==> src/rtl/mem_arb_pkg.sv <==
// Shared types and constants for the two-requester memory arbiter.
package mem_arb_pkg;

  localparam int unsigned ADDR_W = 3;
  localparam int unsigned DATA_W = 4;

  localparam bit REQ0 = 1'b0;
  localparam bit REQ1 = 1'b1;

  typedef enum logic [1:0] {
    IDLE  = 2'd0,
    ISSUE = 2'd1,
    RESP  = 2'd2
  } state_t;

  // Latched request payload: operation, address and write data
  typedef struct packed {
    logic              we;
    logic [ADDR_W-1:0] addr;
    logic [DATA_W-1:0] wdata;
  } op_t;

endpackage

==> src/rtl/memory_arbiter_if.sv <==
// Requester handshakes plus the single memory port; slave = arbiter, master = environment.
interface memory_arbiter_if;
  import mem_arb_pkg::*;

  logic              req0;
  logic              req1;
  logic              we0;
  logic              we1;
  logic [ADDR_W-1:0] addr0;
  logic [ADDR_W-1:0] addr1;
  logic [DATA_W-1:0] wdata0;
  logic [DATA_W-1:0] wdata1;
  logic              ack0;
  logic              ack1;
  logic [DATA_W-1:0] rdata;
  logic              busy;
  logic              mem_write;
  logic [ADDR_W-1:0] mem_address;
  logic [DATA_W-1:0] mem_data_in;
  logic [DATA_W-1:0] mem_data_out;

  modport slave (
    input  req0, req1, we0, we1, addr0, addr1, wdata0, wdata1, mem_data_out,
    output ack0, ack1, rdata, busy, mem_write, mem_address, mem_data_in
  );

  modport master (
    output req0, req1, we0, we1, addr0, addr1, wdata0, wdata1, mem_data_out,
    input  ack0, ack1, rdata, busy, mem_write, mem_address, mem_data_in
  );

endinterface

==> src/rtl/mem_arb_pick.sv <==
// Combinational winner select; MEM_ARB_ROUND_ROBIN_EN selects alternating tie-break,
// otherwise requester 0 wins ties.
module mem_arb_pick
  import mem_arb_pkg::*;
(
  input  logic req0,
  input  logic req1,
  input  logic last_grant,
  output logic grant
);

  always_comb begin
    grant = REQ0;
    if (req0 && req1) begin
`ifdef MEM_ARB_ROUND_ROBIN_EN
      grant = ~last_grant;
`else
      grant = REQ0;
`endif
    end else if (req1) begin
      grant = REQ1;
    end
  end

`ifndef MEM_ARB_ROUND_ROBIN_EN
  // History is tracked by the parent but has no effect under fixed priority
  logic unused_last_grant;
  assign unused_last_grant = last_grant;
`endif

endmodule

==> src/rtl/memory_arbiter.sv <==
// Arbitrates two requesters onto one synchronous 8x4 memory: IDLE -> ISSUE -> RESP per access.
// Tie-break mode is set by MEM_ARB_ROUND_ROBIN_EN (see mem_arb_pick).
module memory_arbiter
  import mem_arb_pkg::*;
(
  input  logic             clock,
  input  logic             reset_n,
  memory_arbiter_if.slave  bus
);

  state_t state, state_nxt;
  logic   winner_q, winner_nxt;
  logic   last_grant_q, last_grant_nxt;
  op_t    op_q, op_nxt;
  op_t    op0, op1;
  logic   grant;

  assign op0 = '{we: bus.we0, addr: bus.addr0, wdata: bus.wdata0};
  assign op1 = '{we: bus.we1, addr: bus.addr1, wdata: bus.wdata1};

  mem_arb_pick u_pick (
    .req0       (bus.req0),
    .req1       (bus.req1),
    .last_grant (last_grant_q),
    .grant      (grant)
  );

  always_ff @(posedge clock or negedge reset_n) begin
    if (!reset_n) begin
      state        <= IDLE;
      winner_q     <= REQ0;
      last_grant_q <= REQ1;
      op_q         <= '0;
    end else begin
      state        <= state_nxt;
      winner_q     <= winner_nxt;
      last_grant_q <= last_grant_nxt;
      op_q         <= op_nxt;
    end
  end

  // Next-state and latch update
  always_comb begin
    state_nxt      = state;
    winner_nxt     = winner_q;
    last_grant_nxt = last_grant_q;
    op_nxt         = op_q;
    case (state)
      IDLE: begin
        if (bus.req0 || bus.req1) begin
          winner_nxt = grant;
          op_nxt     = (grant == REQ1) ? op1 : op0;
          state_nxt  = ISSUE;
        end
      end
      ISSUE: state_nxt = RESP;
      RESP: begin
        state_nxt      = IDLE;
        last_grant_nxt = winner_q;
      end
      default: state_nxt = IDLE;
    endcase
  end

  // Port drive decodes straight from state so a reset in ISSUE kills the write at once
  assign bus.mem_write   = (state == ISSUE) && op_q.we;
  assign bus.mem_address = op_q.addr;
  assign bus.mem_data_in = op_q.wdata;
  assign bus.ack0        = (state == RESP) && (winner_q == REQ0);
  assign bus.ack1        = (state == RESP) && (winner_q == REQ1);
  assign bus.rdata       = bus.mem_data_out;
  assign bus.busy        = (state != IDLE);

endmodule

==> src/flat_wrapper.sv <==
// flat-port wrapper written by rule: the top's interface ports become plain ports
module memory_arbiter_flat import mem_arb_pkg::*;
  (clock, reset_n, bus_req0, bus_req1, bus_we0, bus_we1, bus_addr0, bus_addr1, bus_wdata0, bus_wdata1, bus_mem_data_out, bus_ack0, bus_ack1, bus_rdata, bus_busy, bus_mem_write, bus_mem_address, bus_mem_data_in);
  memory_arbiter_if bus_i ();
  input  logic clock;
  input  logic reset_n;
  input wire logic [$bits(bus_i.req0)-1:0] bus_req0;
  input wire logic [$bits(bus_i.req1)-1:0] bus_req1;
  input wire logic [$bits(bus_i.we0)-1:0] bus_we0;
  input wire logic [$bits(bus_i.we1)-1:0] bus_we1;
  input wire logic [$bits(bus_i.addr0)-1:0] bus_addr0;
  input wire logic [$bits(bus_i.addr1)-1:0] bus_addr1;
  input wire logic [$bits(bus_i.wdata0)-1:0] bus_wdata0;
  input wire logic [$bits(bus_i.wdata1)-1:0] bus_wdata1;
  input wire logic [$bits(bus_i.mem_data_out)-1:0] bus_mem_data_out;
  output wire logic [$bits(bus_i.ack0)-1:0] bus_ack0;
  output wire logic [$bits(bus_i.ack1)-1:0] bus_ack1;
  output wire logic [$bits(bus_i.rdata)-1:0] bus_rdata;
  output wire logic [$bits(bus_i.busy)-1:0] bus_busy;
  output wire logic [$bits(bus_i.mem_write)-1:0] bus_mem_write;
  output wire logic [$bits(bus_i.mem_address)-1:0] bus_mem_address;
  output wire logic [$bits(bus_i.mem_data_in)-1:0] bus_mem_data_in;
  assign bus_i.req0 = bus_req0;
  assign bus_i.req1 = bus_req1;
  assign bus_i.we0 = bus_we0;
  assign bus_i.we1 = bus_we1;
  assign bus_i.addr0 = bus_addr0;
  assign bus_i.addr1 = bus_addr1;
  assign bus_i.wdata0 = bus_wdata0;
  assign bus_i.wdata1 = bus_wdata1;
  assign bus_i.mem_data_out = bus_mem_data_out;
  assign bus_ack0 = bus_i.ack0;
  assign bus_ack1 = bus_i.ack1;
  assign bus_rdata = bus_i.rdata;
  assign bus_busy = bus_i.busy;
  assign bus_mem_write = bus_i.mem_write;
  assign bus_mem_address = bus_i.mem_address;
  assign bus_mem_data_in = bus_i.mem_data_in;
  memory_arbiter u_core (.clock(clock), .reset_n(reset_n), .bus(bus_i));
endmodule
==> config.mk <==
export PLATFORM = sky130hd
export DESIGN_NAME = memory_arbiter_flat
export DESIGN_NICKNAME = d
export VERILOG_FILES = /design/src/rtl/mem_arb_pkg.sv /design/src/rtl/memory_arbiter_if.sv /design/src/rtl/mem_arb_pick.sv /design/src/rtl/memory_arbiter.sv /design/src/flat_wrapper.sv
export SDC_FILE = /design/constraint.sdc
export NUM_CORES = 1
export LEC_CHECK = 0
export CELL_PAD_IN_SITES_DETAIL_PLACEMENT = 1
export CELL_PAD_IN_SITES_GLOBAL_PLACEMENT = 1
export CORE_MARGIN = 5
export CORE_UTILIZATION = 24
export DETAILED_ROUTE_END_ITERATION = 8
export GPL_ROUTABILITY_DRIVEN = 1
export MAX_ROUTING_LAYER = met4
export PLACE_DENSITY_LB_ADDON = 0.1
export REMOVE_ABC_BUFFERS = 1
export SLEW_MARGIN = 30
export SYNTH_ARGS = -nofsm -noshare
export SYNTH_HDL_FRONTEND = slang
export SYNTH_HIERARCHICAL = 1
export SYNTH_SLANG_ARGS = --single-unit
==> constraint.sdc <==
create_clock -name clock -period 1.6 [get_ports clock]
set_clock_uncertainty 0.2 [all_clocks]
set_input_delay 0.48 -clock clock [delete_from_list [all_inputs] [get_ports clock]]
set_output_delay 0.48 -clock clock [all_outputs]
set_load 0.05 [all_outputs]
==> results.py <==
metrics = {
    "final_layout": {
        "post-route-util_pct": 45.4,
        "nNetsFinal": 103,
        "drive_gt1_share_pct": 57.7,
        "final_cell_count_no_fill": 108,
        "fill_cells": 259,
        "seqCellArea_sq_um": 275,
        "multi_input_area_sq_um": 337,
        "area_growth_pct": 78.2,
        "n_antenna_cell": 0,
    },
    "timing": {
        "drv_slew": 0,
        "relSlewSlack_pct": 62.5,
        "max_clock_freq_mhz": 553,
        "hold_violations": 0,
        "rsz0062_at_grt": "true",
        "setup_viol": 13,
        "worstMarginPinSlew_ps": 561,
        "worst_hold_slack_ps": 324,
        "min_period_ps": 1810,
        "finalCritPeriodShare_pct": 113,
        "setup_slack_ps": -208,
    },
    "floorplan": {
        "initial_core_util_pct": 25.5,
        "rows": 18,
        "fp.coreArea_sq_um": 2500,
        "die_x_um": 61.5,
        "pin_count": 39,
        "die_h_um": 61.5,
        "dieArea_sq_um": 3780,
    },
    "cts": {
        "cts_hold_buf": 0,
        "cts-root-buf": "clkbuf_4",
        "max-clock-path-buffers": 2,
        "cts-buffers-inserted": 3,
        "clk_pin_slew_ps": 70,
        "cts-htree-levels": 1,
        "clkSinkCount": 11,
        "cts_tree": "done",
        "clkLatencyLatePin_ps": 260,
    },
    "place": {
        "finalWeightedCongestion": 0.644,
        "dp_cells": 99,
        "dp_hpwl_um": 1100,
        "port_buffers": 30,
    },
    "status": {
        "status": "finished with violations",
        "violations": "setup timing",
    },
    "routing": {
        "routedWlPerCell_um": 15.3,
        "wl_um": 1650,
        "drtIter0Drc": 4,
        "detail-route-antenna-nets": 0,
        "vias_per_cell": 4.36,
        "drc": 0,
        "vias": 471,
        "drtPass1Iterations": 2,
    },
    "global_route": {
        "grt_pass1_vias": 530,
        "antenna_found_initial": 0,
        "gr-total-overflow": 0,
        "grt_pass1_wl_um": 2350,
        "grt_util_all_layers_pct": 8.91,
        "grt_max_degree": 12,
    },
    "setup_path": {
        "worst_ep_arrival_time_ps": 1130,
        "crit_path_cell_trace": "or2_4 > buf_6",
        "worstPathMaxFanout": 3,
        "crit_path_end_kind": "output port",
        "max_stage_delay_ps": 430,
        "cp_top_family": "flip-flops",
        "worst_path_max_delay_cell": "dfrtp_1",
        "crit_type": "reg -> out",
        "critPathRequiredTime_ps": 920,
        "start_kind": "register",
        "path_buf_inv": 1,
    },
    "pwr": {
        "power_density_nw_per_um2": 2090,
        "ir_drop_mv": 1.14,
        "p_leak_nw": 0.495,
    },
    "job": {
        "drv_cap": 0,
    },
    "synth": {
        "postSynthAreaPerCell_sq_um": 12.7,
        "postSynthCellCount": 50,
        "syn_area_sq_um": 637,
        "yosys_warnings": 6,
    },
    "min_path": {
        "min_path_type": "in -> async",
    },
}
-- state kept, by name, indices dropped and copies added, names as in the netlist --
signal and count:
u_core/bus.mem_data_in 4, u_core/bus.mem_address 3, u_core/state 2, u_core/op_q 1
u_core/winner_q 1
-- report_power, final --
part           total [mW]  internal [mW]  switching, mW  leakage (nW)
Sequential          0.561          0.416          0.145         0.131
Combinational        1.62          0.867          0.752         0.349
Clock               0.192         0.0964         0.0954        0.0150
-- cells in the final DEF, fill, tap and decap left out, types with 2 or more instances in the layout --
master	count
clkdlybuf4s50_1	17
buf_12	11
dfrtp_1	11
mux2_4	9
mux2_2	8
clkbuf_4	3
nor2_4	3
buf_4	3
clkdlybuf4s15_1	2
buf_6	2
-- worst reg2reg max path, delay by kind of cell (launching register included) --
kind                   cells  cell delay (ps)
multiplexers               1              320
buffers and inverters      1              140
flip-flops                 1              430
AND/OR/NAND/NOR            2              490
-- per-stage QoR --
| step | setup TNS (ps) | worst slack (ps) | cell area (sq um) | power, mW |
|---|---|---|---|---|
| after floorplan | -605 | -238 | 543 | 1.24 |
| after global placement | -5320 | -608 | 986 | 1.92 |
| after detailed placement | -5620 | -652 | 986 | 1.92 |
| after CTS | -919 | -236 | 1070 | 2.22 |
| after global routing | -1840 | -265 | 1130 | 2.48 |
| final | -1320 | -208 | 1130 | 2.37 |
-- cell type report --
type                    instances  area share (%)
clock buffers                   4            2.32
multi-input cells              27            29.7
flip-flops and latches         11            24.3
well taps                      30            3.31
repair buffers                 35            40.1
inverters                       1           0.331
-- routing by layer --
layer / vias to the layer above / GRT usage [%] / part of all wire [%]
met3: 0 / 3.77 / 10
met1: 232 / 10.2 / 39
li1: 213 / - / -
met4: 0 / 3.64 / 0
met5: - / - / 0
met2: 26 / 13.6 / 51
-- final timing paths --
path	startpoint	to	depth (start not counted)	slack (ps)
max	u_core/state[1]	bus_busy	2	-210
min	reset_n	u_core/bus.mem_data_in[2]	2	320
max reg2reg	u_core/state[1]	u_core/bus.mem_address[0]	4	-90
min reg2reg	u_core/state[1]	u_core/state[1]	1	330
max in group asynchronous	reset_n	u_core/op_q[7]	2	720
min in group clock	u_core/state[1]	u_core/state[1]	1	330
-- repair_timing --
item	4_1_cts	5_1_grt
cloned	1	0
setup endpoints to repair	13	13
pin swaps	2	4
resized for setup	9	13
buffers inserted	3	1
(Power assumes the default switching activity.)
==> RTL edit (same settings) <==
Add a define of `MEM_ARB_ROUND_ROBIN_EN`.
--- a/src/rtl/mem_arb_pick.sv
+++ b/src/rtl/mem_arb_pick.sv
@@ -1,4 +1,6 @@
 // Combinational winner select; MEM_ARB_ROUND_ROBIN_EN selects alternating tie-break,
 // otherwise requester 0 wins ties.
+`define MEM_ARB_ROUND_ROBIN_EN
+
 module mem_arb_pick
   import mem_arb_pkg::*;
Check against the original RTL: not equivalent (a bounded check fails within 10 cycles, from zero or initial values and one cycle with reset_n low).
==> RTL edit against the unedited design <==
The flow still finishes with violations (negative setup slack). Hold slack worse by 22 ps. Critical endpoint unchanged. First-iteration DRC count down 25%. Worst setup slack worse by 7.1 ps. Wire length down 4.2%. Power up 8.3%. Sequential cell count up 1. Area after synthesis up 4.9%. Final area up 6.2%.
==> RTL edit: results <==
export IMPL_nets=108
export IMPL_yosys_area_share_adder_pct=0
export IMPL_totalWireLength_um=1580
export IMPL_synth_cell_types=14
export IMPL_via_count=485
export IMPL_failed_checks="negative setup slack"
export IMPL_path_max_fanout=3
export IMPL_synthCells=52
export IMPL_grt_pass1_wl_um=2730
export IMPL_clk_pin_slew_worst_paths_ps=70
export IMPL_netlist_top_cells_count="17 x mux2_2, 11 x buf_4, 11 x dfrtp_1"
export IMPL_cts_max_path_buffers=2
export IMPL_cp_top_family="flip-flops"
export IMPL_num_fill_cells=288
export IMPL_dpl_cell_count=106
export IMPL_slowest_delay_ps=430
export IMPL_rrSetupSlack_ps=-70
export IMPL_synthTopCellsByArea="dfrtp_1 41%, mux2_2 29%, buf_4 12%, dfstp_2 3.9%, nor2_8 3.0%"
export IMPL_synth_flop_cell="dfrtp_1"
export IMPL_rr_startpoint="u_core/state[1]"
export IMPL_synth_area_mux_share_pct=28.7
export IMPL_finalSetupViolCount=13
export IMPL_largest_reg_flops=4
export IMPL_r2r_end="u_core/bus.mem_data_in[2]"
export IMPL_io_buffers=30
export IMPL_p_leak_uw=0.000539
export IMPL_clk_insertion_delay_late_ps=270
export IMPL_via_per_inst=4.25
export IMPL_path_class="flop to output port"
export IMPL_yosysSeqAreaShare_pct=45.1
export IMPL_status="finished, violations left"
export IMPL_synth_warnings=6
export IMPL_dp_hpwl_um=1220
export IMPL_layout_setup_ws_ps=-216
export IMPL_grt_pass1_vias=618
export IMPL_hp_class="input port to asynchronous set/reset pin"
export IMPL_netSwitchingPower_uw=1040
export IMPL_drive_above_1_share_pct=62.7
export IMPL_gp_congestion=0.608
export IMPL_peakVddDrop_v=0.00111
export IMPL_htreeDepth=1
export IMPL_drc=0
export IMPL_drtIter0Drc=3
export IMPL_grt_use_total_pct=8.81
export IMPL_grt_max_degree=11
export IMPL_first_pass_iters=4
export IMPL_antenna_found_initial=0
export IMPL_worst_slew_pin_slew_ps=554
export IMPL_synthXorXnorAreaFrac_pct=0
export IMPL_fin_setup_tns_ps=-1240
-- RTL edit: final cells by class --
| cell class | count | area (µm²) | area share (%) |
|---|---|---|---|
| Timing Repair Buffer | 38 | 475 | 39.5 |
| Multi-Input combinational cell | 28 | 349 | 29.0 |
| Sequential cell | 12 | 302 | 25.0 |
| Tap cell | 31 | 38.8 | 3.22 |
| Clock buffer | 4 | 36.3 | 3.01 |
| Inverter | 1 | 3.75 | 0.312 |
-- RTL edit: logic make-up after synthesis --
| logic type | Yosys count |
|---|---|
| muxes | 17 |
| buffers and inverters | 13 |
| DFF | 12 |
| and+or+nand+nor | 8 |
| AOI/OAI and AO/OA | 2 |
-- RTL edit: what timing repair did --
item | CTS | global route
pin swaps | 3 | 5
setup buffers | 2 | 1
gates cloned | 0 | 1
setup endpoints to repair | 13 | 13
resized for setup | 17 | 10
hold endpoints to repair | 0 | 0
-- RTL edit: through the flow --
step / area [µm²] / utilization [%] / setup slack, ps
3_5_place_dp: 1050 / 38.7 / -622
5_1_grt: 1200 / 44.5 / -276
3_3_place_gp: 1050 / 38.7 / -603
2_1_floorplan: 574 / - / -288
4_1_cts: 1150 / 42.4 / -263
6_report: 1200 / 44.5 / -216
-- RTL edit: worst min-delay path by stage --
| stage | start | end | slack (ps) | depth (start not counted) |
|---|---|---|---|---|
| 2_1_floorplan | reset_n | u_core/bus.mem_address[0] | -20 | 0 |
| 6_report | reset_n | u_core/bus.mem_address[0] | 300 | 2 |
| 3_5_place_dp | u_core/state[1] | u_core/state[1] | 260 | 1 |
| 3_3_place_gp | u_core/state[1] | u_core/state[1] | 260 | 1 |
| 5_1_grt | reset_n | u_core/bus.mem_address[0] | 330 | 2 |
| 4_1_cts | reset_n | u_core/bus.mem_address[0] | 300 | 2 |
-- RTL edit: power by group through the flow --
stage / clock, µW / sequential, µW / combinational [µW]
floorplan: 0 / 861 / 489
global placement: 0 / 603 / 1450
detailed placement: 0 / 605 / 1460
CTS: 256 / 619 / 1560
global route: 268 / 646 / 1790
finish: 239 / 623 / 1710
-- RTL edit: layer usage --
layer  up-vias  share of wire [%]  routed length [µm]  GRT usage [%]
met2        25                 47                 742           14.2
met1       231                 45                 706           9.59
li1        227                  -                   -              -
met3         2                7.5                 119           3.24
met5         -                  0                   0              -
met4         0               0.88                  14           3.98
